`config.mk`:
```
export PLATFORM = sky130hd
export DESIGN_NAME = io_seg7_scan
export DESIGN_NICKNAME = d
export VERILOG_FILES = /design/src/rtl/io_disp_pkg.sv /design/src/rtl/seg7_decode.sv /design/src/rtl/io_seg7_scan.sv
export SDC_FILE = /design/constraint.sdc
export NUM_CORES = 1
export LEC_CHECK = 0
export CORE_MARGIN = 2
export CORE_UTILIZATION = 63
export CTS_CLUSTER_SIZE = 8
export DETAILED_ROUTE_END_ITERATION = 10
export DONT_BUFFER_PORTS = 1
export PLACE_DENSITY = 0.89
export SLEW_MARGIN = 15
export SYNTH_ARGS = -nofsm -noshare
export SYNTH_HDL_FRONTEND = slang
export SYNTH_SLANG_ARGS = --single-unit
```
`constraint.sdc`:
```
create_clock -name clock -period 3.36 [get_ports clock]
set_clock_uncertainty 0.1 [all_clocks]
set_input_delay 0.336 -clock clock [delete_from_list [all_inputs] [get_ports clock]]
set_output_delay 0.336 -clock clock [all_outputs]
set_load 0.05 [all_outputs]
```
`src/rtl/io_disp_pkg.sv`:
```
// rtl/io_disp_pkg.sv - shared digit codes, segment patterns and FSM encoding for the 7-segment scanner
package io_disp_pkg;

  localparam logic [3:0] DIG_DASH  = 4'hA;
  localparam logic [3:0] DIG_BLANK = 4'hF;

  // {g,f,e,d,c,b,a}, active-low
  localparam logic [6:0] SEG_0    = 7'b1000000;
  localparam logic [6:0] SEG_1    = 7'b1111001;
  localparam logic [6:0] SEG_2    = 7'b0100100;
  localparam logic [6:0] SEG_3    = 7'b0110000;
  localparam logic [6:0] SEG_4    = 7'b0011001;
  localparam logic [6:0] SEG_5    = 7'b0010010;
  localparam logic [6:0] SEG_6    = 7'b0000010;
  localparam logic [6:0] SEG_7    = 7'b1111000;
  localparam logic [6:0] SEG_8    = 7'b0000000;
  localparam logic [6:0] SEG_9    = 7'b0010000;
  localparam logic [6:0] SEG_DASH = 7'b0111111;
  localparam logic [6:0] SEG_OFF  = 7'h7F;

  localparam logic [1:0] S_IDLE  = 2'd0;
  localparam logic [1:0] S_LOAD  = 2'd1;
  localparam logic [1:0] S_SHIFT = 2'd2;
  localparam logic [1:0] S_STORE = 2'd3;

  // Double-dabble correction applied before each shift
  function automatic logic [7:0] bcd_adjust(input logic [7:0] b);
    logic [3:0] hi;
    logic [3:0] lo;
    hi = (b[7:4] >= 4'd5) ? b[7:4] + 4'd3 : b[7:4];
    lo = (b[3:0] >= 4'd5) ? b[3:0] + 4'd3 : b[3:0];
    return {hi, lo};
  endfunction

endpackage

```
`src/rtl/seg7_decode.sv`:
```
// rtl/seg7_decode.sv - combinational digit code to active-low 7-segment pattern
module seg7_decode
  import io_disp_pkg::*;
(
  input  logic [3:0] code,
  output logic [6:0] seg_n
);

  always_comb begin
    seg_n = SEG_OFF;
    case (code)
      4'd0:     seg_n = SEG_0;
      4'd1:     seg_n = SEG_1;
      4'd2:     seg_n = SEG_2;
      4'd3:     seg_n = SEG_3;
      4'd4:     seg_n = SEG_4;
      4'd5:     seg_n = SEG_5;
      4'd6:     seg_n = SEG_6;
      4'd7:     seg_n = SEG_7;
      4'd8:     seg_n = SEG_8;
      4'd9:     seg_n = SEG_9;
      DIG_DASH: seg_n = SEG_DASH;
      default:  seg_n = SEG_OFF;
    endcase
  end

endmodule

```
`src/rtl/io_seg7_scan.sv`:
```
// rtl/io_seg7_scan.sv - three output ports to two decimal digits each, scanned onto a 6-digit display
module io_seg7_scan
  import io_disp_pkg::*;
#(
  parameter int SCAN_DIV = 50000
) (
  input  logic        clock,
  input  logic        resetn,
  input  logic [31:0] out_port0,
  input  logic [31:0] out_port1,
  input  logic [31:0] out_port2,
  output logic [6:0]  seg_n,
  output logic [5:0]  an_n,
  output logic        dp_n,
  output logic [2:0]  bcd_valid
);

  localparam int PW = $clog2(SCAN_DIV);
  localparam logic [PW-1:0] PRESC_MAX = PW'(SCAN_DIV - 1);

  logic [1:0]       state;
  logic [1:0]       sel;
  logic [14:0]      dd;
  logic [2:0]       cnt;
  logic             ovf;
  logic [5:0][3:0]  digits;
  logic [31:0]      port_val;
  logic [3:0]       st_tens;
  logic [3:0]       st_ones;
  logic [PW-1:0]    presc;
  logic [2:0]       idx;
  logic [3:0]       cur_code;
  logic [6:0]       cur_seg;

  always_comb begin
    port_val = out_port0;
    case (sel)
      2'd1:    port_val = out_port1;
      2'd2:    port_val = out_port2;
      default: port_val = out_port0;
    endcase
  end

  assign st_tens = ovf ? DIG_DASH : dd[14:11];
  assign st_ones = ovf ? DIG_DASH : dd[10:7];

  // dd holds {bcd[7:0], sh[6:0]} so one shift moves the binary MSB into the BCD LSB
  always_ff @(posedge clock) begin
    if (!resetn) begin
      state     <= S_IDLE;
      sel       <= 2'd0;
      dd        <= '0;
      cnt       <= 3'd0;
      ovf       <= 1'b0;
      digits    <= {6{DIG_BLANK}};
      bcd_valid <= 3'b000;
    end else begin
      case (state)
        S_IDLE: state <= S_LOAD;
        S_LOAD: begin
          ovf   <= (port_val > 32'd99);
          dd    <= {8'h00, port_val[6:0]};
          cnt   <= 3'd0;
          state <= S_SHIFT;
        end
        S_SHIFT: begin
          dd  <= {bcd_adjust(dd[14:7]), dd[6:0]} << 1;
          cnt <= cnt + 3'd1;
          if (cnt == 3'd6) state <= S_STORE;
        end
        S_STORE: begin
          case (sel)
            2'd0: begin
              digits[1:0]  <= {st_tens, st_ones};
              bcd_valid[0] <= 1'b1;
            end
            2'd1: begin
              digits[3:2]  <= {st_tens, st_ones};
              bcd_valid[1] <= 1'b1;
            end
            default: begin
              digits[5:4]  <= {st_tens, st_ones};
              bcd_valid[2] <= 1'b1;
            end
          endcase
          sel   <= (sel == 2'd2) ? 2'd0 : sel + 2'd1;
          state <= S_LOAD;
        end
        default: state <= S_IDLE;
      endcase
    end
  end

  always_comb begin
    cur_code = DIG_BLANK;
    case (idx)
      3'd0:    cur_code = digits[0];
      3'd1:    cur_code = digits[1];
      3'd2:    cur_code = digits[2];
      3'd3:    cur_code = digits[3];
      3'd4:    cur_code = digits[4];
      3'd5:    cur_code = digits[5];
      default: cur_code = DIG_BLANK;
    endcase
  end

  seg7_decode u_decode (
    .code  (cur_code),
    .seg_n (cur_seg)
  );

  // Both digits of a port change on the same edge, so one registered sample never mixes old and new
  always_ff @(posedge clock) begin
    if (!resetn) begin
      presc <= '0;
      idx   <= 3'd0;
      seg_n <= SEG_OFF;
      an_n  <= 6'h3F;
      dp_n  <= 1'b1;
    end else begin
      if (presc == PRESC_MAX) begin
        presc <= '0;
        idx   <= (idx == 3'd5) ? 3'd0 : idx + 3'd1;
      end else begin
        presc <= presc + 1'b1;
      end
      an_n  <= ~(6'b1 << idx);
      seg_n <= cur_seg;
      dp_n  <= !((idx == 3'd2) || (idx == 3'd4));
    end
  end

endmodule
```
==> results of run 1 <==
-- per-layer routing --
metal,routed length (microns),global-route usage [%]
met2,4650,45.3
met3,495,5.11
met5,0,0
met4,397,15.0
met1,3790,30.9
-- area by class of cell --
class | count | area [sq um] | share of cell area [%]
multi-input combinational | 346 | 2210 | 50.9
sequential | 83 | 1660 | 38.3
clock buffer | 10 | 128 | 2.94
clock inverter | 6 | 113 | 2.60
tap | 77 | 96.3 | 2.22
inverter | 23 | 86.3 | 1.99
timing repair buffer | 5 | 42.5 | 0.981
antenna | 1 | 2.50 | 0.0577
-- path summary, 6_finish.rpt --
| kind | start | end | cells after the start |
|---|---|---|---|
| worst min register to register | presc[0]$_SDFF_PP0_ | presc[0]$_SDFF_PP0_ | 1 |
| worst max register to register | idx[0]$_SDFFE_PN0P_ | seg_n[4]$_SDFF_PN1_ | 10 |
| worst min-delay path | resetn | dd[3]$_SDFFE_PN0P_ | 1 |
| worst max-delay path | idx[0]$_SDFFE_PN0P_ | seg_n[4]$_SDFF_PN1_ | 10 |
-- synth_stat cells (2+ instances only) --
cell type and number:
and3_2 2, a21boi_0 3, mux2i_1 13, nor2_1 55
and2_1 6, a21oi_1 23, xnor2_1 7, nand3_1 11
or4b_1 2, nand4_1 7, and3_1 2, buf_1 3
mux2_2 5, ha_1 20, clkbuf_1 19, nand2b_1 8
buf_2 3, a22oi_1 9, a32oi_1 5, a221oi_1 3
dfxtp_1 83, a31oi_1 3, or3_1 5, a211oi_1 5
xor2_1 8, nor4_1 18, o21ai_0 16, nor3_1 2
a22o_1 2, o211ai_1 26, nor3b_1 2, nand2_1 52
inv_1 23, nor2b_1 6
-- state kept, by name, indices dropped and copies added, names as in the netlist, 3 cells and up --
signal     flops
seg_n          7
presc         16
idx            3
cnt            3
digits        24
dd            15
an_n           6
bcd_valid      3
-- power groups by stage --
stage	sequential [mW]	clock (mW)	combinational [mW]
after floorplan	1.19	0	0.486
after global placement	1.21	0	0.558
after detailed placement	1.21	0	0.577
after CTS	1.19	0.871	0.591
after global routing	1.21	0.905	0.674
final	1.19	0.858	0.591
-- per-stage QoR --
step                      hold slack (ns)  instance area (sq um)  worst slack (ns)  util [%]  power, mW
after floorplan                     0.312                   4070             0.777         -       1.67
after global placement              0.322                   4080             0.704      64.5       1.77
after detailed placement            0.314                   4080             0.519      64.5       1.79
after CTS                          0.0151                   4340             0.468      68.7       2.65
after global routing               0.0166                   4340             0.204      68.7       2.78
final                              0.0301                   4340             0.415      68.7       2.64
-- what timing repair did --
action / 4_1_cts / 5_1_grt
setup buffers: 0 / 0
endpoints found under the hold margin: 32 / 0
hold buffers: 2 / 0
-- worst reg2reg max path, stage by stage (launching register included) --
cell and delay (ns):
dfxtp_1 0.42, inv_1 0.23, nor2_1 0.08, ha_1 0.28
nor2b_1 0.34, a211oi_1 0.11, o221ai_1 0.39, inv_1 0.22
ha_1 0.27, mux2_2 0.26, a32oi_1 0.16
-- kinds of logic after synthesis --
group           Yosys count  share of synthesized area (%)
simple gates            185                           22.1
compound gates          108                           18.2
flops                    83                           40.9
buf+inv                  50                           4.83
fa+ha+maj                20                           6.15
mux                      18                           4.58
xor+xnor                 15                           3.23
==> impl_metrics.ini, run 1 <==
[logic_synthesis]
postSynth.asyncResetShare_pct = 0
synth_area_sq_um = 4070
yosysTopAreaCellShare_pct = 40.9
ys_warn_count = 0
ys.flop_type = dfxtp_1
synth_area_leaders = dfxtp_1, ha_1, nor2_1
syn_avg_cell_area_sq_um = 8.49
synthesis.instances = 479
synth_fp_nets = 597
synth_top_area_cell = dfxtp_1
ys_seq_elements = 83
synth-edff-count = 0
synth.distinct_cells = 56
ys_seq_area_share_pct = 40.9

[pwr]
internal_power_mw = 1.81
p_seq_share_pct = 45.1
switching_share_pct = 31.3
comb_power_share_pct = 22.4
p_sw_uw = 827
power_density_nw_per_um2 = 609
clkPwrFrac_pct = 32.5
ir_drop_uv = 428
leakagePower_nw = 1.67

[clock_tree]
h-tree-depth = 3
clk_latency_ns = 0.36
root_buffer = clkbuf_8
clkSlewWorstSetupHoldPaths_ns = 0.08
clock_path_buffers = 2
numCtsBuffers = 9
ctsResizeCount = 0
cts_tree = yes
cts_sinks = 83

[critical_path]
criticalPathCategory = reg2reg
start_kind = register
cp_max_fo = 12
path_buf_inv = 2
crit_chain = inv_1 > nor2_1 > ha_1 > nor2b_1 > a211oi_1 > o221ai_1 > inv_1 > ha_1 > mux2_2 > a32oi_1
crit_required_ns = 3.53
r2r_setup_slack_ns = 0.41
crit_path_max_incr_delay_ns = 0.42
worstSetupEndpointType = register
cp_top_family = compound AO/OA/AOI/OAI gates
cp_data_arrival_time_ns = 3.12
critPathSlowestCell = dfxtp_1

[route]
avgViaCountPerCell = 6.36
drtPass1Iterations = 5
ant_nets = 0
routedWlPerCell_microns = 16.9
drc = 0
wl_microns = 9330
dr.first_iter.drc_count = 257
vias = 3505

[placed_design]
dp_hpwl_microns = 6660
port_buffers = 0
placed_cells = 532
place.gp.congestion = 0.945

[die]
core_sq_um = 6310
die_h_microns = 84.3
die_area_sq_um = 7110
die_x_microns = 84.3
io_pins = 115
fp-row-count = 29
start_util_pct = 64.4

[sta]
period_minus_slack_ns = 2.95
fmax_ghz = 0.340
rsz0062_at_grt = false
finalSetupViolations = 0
hold_viol = 0
worst_pin_slew_ns = 1.12
final_max_slew_viol_count = 0
slew_headroom_pct = 24.8
fin_tns_setup_ns = 0
period_share_pct = 87.7

[final_layout]
drive_gt1_share_pct = 6.13
stdcell_count = 551
layout_commonest_cell = dfxtp_1
layout_common_cells = dfxtp_1, nor2_1, nand2_1
fillers = 498
nNetsFinal = 586
area_growth_pct = 6.68

[hold_path]
hold_path_class = in2reg

[global_routing]
grt_pass1_vias = 3409
grt_overflow = 0
grt_pass1_wl_microns = 15300
track_usage_pct = 26.4
antenna_found_initial = 1
grt_max_degree = 33

[status]
outcome = finished clean

[run]
cap_viol_max_count = 0
No activity file was read; power rests on OpenSTA's default activity.
==> run 2: changes to the inputs <==
Settings changed: REMOVE_ABC_BUFFERS set to 1.
==> impl_metrics.ini, run 2 (synthesized netlist as in run 1, its figures left out) <==
[status]
outcome = finished clean

[global_routing]
antenna_found_initial = 0
busiest_layer = met2
grt_pass1_vias = 3180
met3_usage_pct = 7.67
grt_overflow = 0
grt_pass1_wl_microns = 14600
use_met2_pct = 41.7
track_usage_pct = 25.7
grtUsageMet1_pct = 32.3
grt_max_degree = 35

[route]
drc = 0
wl_microns = 9080
ant_nets = 0
dr.first_iter.drc_count = 197
drtPass1Iterations = 4
avgViaCountPerCell = 6.30
routedWlPerCell_microns = 16.5
vias = 3464

[critical_path]
start_kind = register
cp_data_arrival_time_ns = 2.92
worstSetupEndpointType = register
crit_required_ns = 3.44
criticalPathCategory = reg2reg
r2r_setup_slack_ns = 0.52
cp_max_fo = 12

[clock_tree]
cts_tree = yes
clk_latency_ns = 0.35
ctsResizeCount = 0
h-tree-depth = 3
numCtsBuffers = 9
clkSlewWorstSetupHoldPaths_ns = 0.08
root_buffer = clkbuf_8
cts_sinks = 83
clock_path_buffers = 2

[final_layout]
layout_commonest_cell = dfxtp_1
layout_common_cells = dfxtp_1, nor2_1, nand2_1
nNetsFinal = 586
area_growth_pct = 5.66
stdcell_count = 550
regMostFlops = digits
drive_gt1_share_pct = 6.34
diodes = 0
largest_register_ffs = 24
top_regs = digits x24, presc x16, dd x15

[pwr]
leakagePower_nw = 1.66
ir_drop_uv = 472
power_density_nw_per_um2 = 585

[sta]
slew_headroom_pct = 24.7
period_minus_slack_ns = 2.84
final_max_slew_viol_count = 0
worst_pin_slew_ns = 1.13
fmax_ghz = 0.353
period_share_pct = 84.4
rsz0062_at_grt = false
hold_viol = 0
finalWorstSetupSlack_ns = 0.523
fin_tns_setup_ns = 0
finalSetupViolations = 0

[placed_design]
placed_cells = 533
place.gp.congestion = 1.06
dp_hpwl_microns = 6440
dp_slack_ns = 0.669
port_buffers = 0

[die]
fp-row-count = 29
io_pins = 115
die_x_microns = 84.3
core_sq_um = 6310
die_h_microns = 84.3
start_util_pct = 64.4
die_area_sq_um = 7110

[run]
cap_viol_max_count = 0

[hold_path]
hold_path_class = in2reg
## run 2: stage by stage
step | power (mW) | instance area [sq um] | util (%) | hold slack [ns]
global route | 2.65 | 4300 | 68.1 | 0.0375
CTS | 2.52 | 4300 | 68.1 | 0.0329
finish | 2.51 | 4300 | 68.1 | 0.0468
global placement | 1.76 | 4080 | 64.7 | 0.322
floorplan | 1.65 | 3960 | - | 0.306
detailed placement | 1.79 | 4080 | 64.7 | 0.317
## run 2: cell type report
class	count	area, sq um
fillers	510	2020
flip-flops and latches	83	1660
well taps	77	96.3
clock inverters	4	48.8
multi-input cells	346	2210
repair buffers	5	40.0
clock buffers	12	155
inverters	23	86.3
## run 2: critical path, stage by stage (launching register included)
cell and delay, ns:
dfxtp_1 0.52, inv_1 0.22, nor2_1 0.14, ha_1 0.31, nor2b_1 0.16, a211oi_1 0.30, o221ai_1 0.14, buf_4 0.18
inv_1 0.15, ha_1 0.22, mux2_2 0.17, a32oi_1 0.05
## run 2: report_power, final
group | internal, mW | leakage (nW) | switching (mW)
combinational | 0.230 | 0.878 | 0.371
clock | 0.383 | 0.106 | 0.340
sequential | 1.08 | 0.674 | 0.107
## run 2: path summary, 6_finish.rpt
path,start,to,depth (start not counted)
max,idx[0]$_SDFFE_PN0P_,seg_n[4]$_SDFF_PN1_,11
max reg2reg,idx[0]$_SDFFE_PN0P_,seg_n[4]$_SDFF_PN1_,11
min reg2reg,presc[0]$_SDFF_PP0_,presc[0]$_SDFF_PP0_,1
min,resetn,presc[1]$_SDFF_PP0_,1
## run 2: routing by layer
| layer | vias to the layer above | wire length [microns] | part of all wire, % |
|---|---|---|---|
| met2 | 125 | 4390 | 48 |
| li1 | 1684 | - | - |
| met1 | 1639 | 3930 | 43 |
| met5 | - | 0 | 0 |
| met4 | 0 | 182 | 2.0 |
| met3 | 16 | 581 | 6.4 |
## run 2: timing repair
action | 4_1_cts | 5_1_grt
buffers inserted | 0 | 0
hold buffers | 1 | 0
hold endpoints to repair | 34 | 0
==> run 3: changes to the inputs <==
Clock period 3.36 ns to 2.72 ns, I/O delays scaled along.
==> impl_metrics.ini, run 3 (synthesized netlist as in run 1, its figures left out) <==
[critical_path]
crit_start = idx[0]$_SDFFE_PN0P_
start_kind = register
path_buf_inv = 3
cp_max_fo = 12
crit_path_max_incr_delay_ns = 0.45
crit_chain = inv_1 > nor2_1 > ha_1 > nor2b_2 > a211oi_1 > o221ai_1 > buf_4 > ha_1 > inv_1 > nor2_1 > o21ai_0
crit_required_ns = 2.79
cp_data_arrival_time_ns = 2.68
cp_top_family = adder cells
timing.rr.start = idx[0]$_SDFFE_PN0P_
worstSetupEndpointType = register
criticalPathCategory = reg2reg
critPathSlowestCell = dfxtp_2

[clock_tree]
clock_path_buffers = 2
cts_tree = yes
post_cts_buffers = 0
clkSlewWorstSetupHoldPaths_ns = 0.08
root_buffer = clkbuf_8
cts_sinks = 83
h-tree-depth = 3
clk_latency_ns = 0.35
numCtsBuffers = 9

[final_layout]
largest_register_ffs = 24
area_growth_pct = 6.92
stdcell_count = 553
regMostFlops = digits
nNetsFinal = 589
seqCellArea_sq_um = 1660
multi_input_area_sq_um = 2210
layout_commonest_cell = dfxtp_1
top_regs = digits x24, presc x16, dd x15
fillers = 465
drive_gt1_share_pct = 7.56
layout_common_cells = dfxtp_1, nor2_1, nand2_1
diodes = 0

[sta]
rsz0062_at_grt = false
fin_tns_setup_ns = 0
slew_headroom_pct = 19.8
worst_pin_slew_ns = 1.20
period_share_pct = 96.1
finalWorstSetupSlack_ns = 0.105
fmax_ghz = 0.382
finalSetupViolations = 0
hold_viol = 0
final_max_slew_viol_count = 0
period_minus_slack_ns = 2.61

[pwr]
leakagePower_nw = 1.67
ir_drop_uv = 630
power_density_nw_per_um2 = 738
total_power_mw = 3.21

[route]
ant_nets = 0
routedWlPerCell_microns = 17.0
vias = 3566
dr.first_iter.drc_count = 288
avgViaCountPerCell = 6.45
wl_microns = 9420
drc = 0
drtPass1Iterations = 7

[placed_design]
dp_hpwl_microns = 6790
placed_cells = 536
port_buffers = 0
dp_slack_ns = 0.134
place.gp.congestion = 1.02

[die]
die_x_microns = 84.3
start_util_pct = 64.4
die_h_microns = 84.3
fp-row-count = 29
core_sq_um = 6310
io_pins = 115
die_area_sq_um = 7110

[hold_path]
hp-start = resetn
hold_path_class = in2reg

[global_routing]
grt_max_degree = 37
antenna_found_initial = 0
track_usage_pct = 26.3
grt_pass1_vias = 3288
grt_overflow = 0
grt_pass1_wl_microns = 15300

[status]
outcome = finished clean

[run]
cap_viol_max_count = 0
==> run 3: path summary, 6_finish.rpt <==
path,slack [ns],endpoint,cells after the start
worst max-delay path,0.11,seg_n[1]$_SDFF_PN1_,11
worst min-delay path,0.07,bcd_valid[0]$_SDFFE_PN0P_,2
worst max register to register,0.11,seg_n[1]$_SDFF_PN1_,11
worst min register to register,0.34,presc[0]$_SDFF_PP0_,1
==> run 3: metrics by stage <==
step / util [%] / hold WS, ns / cell area [sq um]
3_3_place_gp: 65.0 / 0.259 / 4110
5_1_grt: 68.9 / 0.0644 / 4350
4_1_cts: 68.7 / 0.0479 / 4340
2_1_floorplan: - / 0.242 / 3960
3_5_place_dp: 65.0 / 0.253 / 4110
6_report: 68.9 / 0.0709 / 4350
==> run 3: per-layer routing <==
layer | global-route usage (%) | share of wire (%) | vias to the layer above
met5 | 0 | 0 | -
met3 | 8.06 | 6.7 | 20
met1 | 33.4 | 43 | 1712
met2 | 43.9 | 48 | 147
met4 | 7.07 | 2.0 | 0
li1 | - | - | 1687
==> run 3: repair_timing <==
| action | in CTS | in global routing |
|---|---|---|
| endpoints found under the setup margin | 0 | 7 |
| endpoints found under the hold margin | 36 | 0 |
| resized for setup | 0 | 3 |
| hold buffers | 1 | 0 |
==> run 3: power breakdown <==
group	total, mW	internal, mW	leakage, nW	switching (mW)
Combinational	0.756	0.297	0.894	0.460
Clock	0.981	0.546	0.106	0.435
Sequential	1.47	1.34	0.675	0.136
==> run 3: cell type report <==
class                   count  share of cell area (%)
repair buffers              8                    1.44
multi-input cells         346                    50.9
flip-flops and latches     83                    38.2
clock inverters             5                    1.93
inverters                  23                    1.99
well taps                  77                    2.22
clock buffers              11                    3.25
==> run 3: worst reg2reg max path, stage by stage, from the launching register on <==
cell and delay [ns]:
dfxtp_2 0.45, inv_1 0.16, nor2_1 0.13, ha_1 0.35
nor2b_2 0.13, a211oi_1 0.23, o221ai_1 0.16, buf_4 0.19
ha_1 0.28, inv_1 0.05, nor2_1 0.11, o21ai_0 0.09
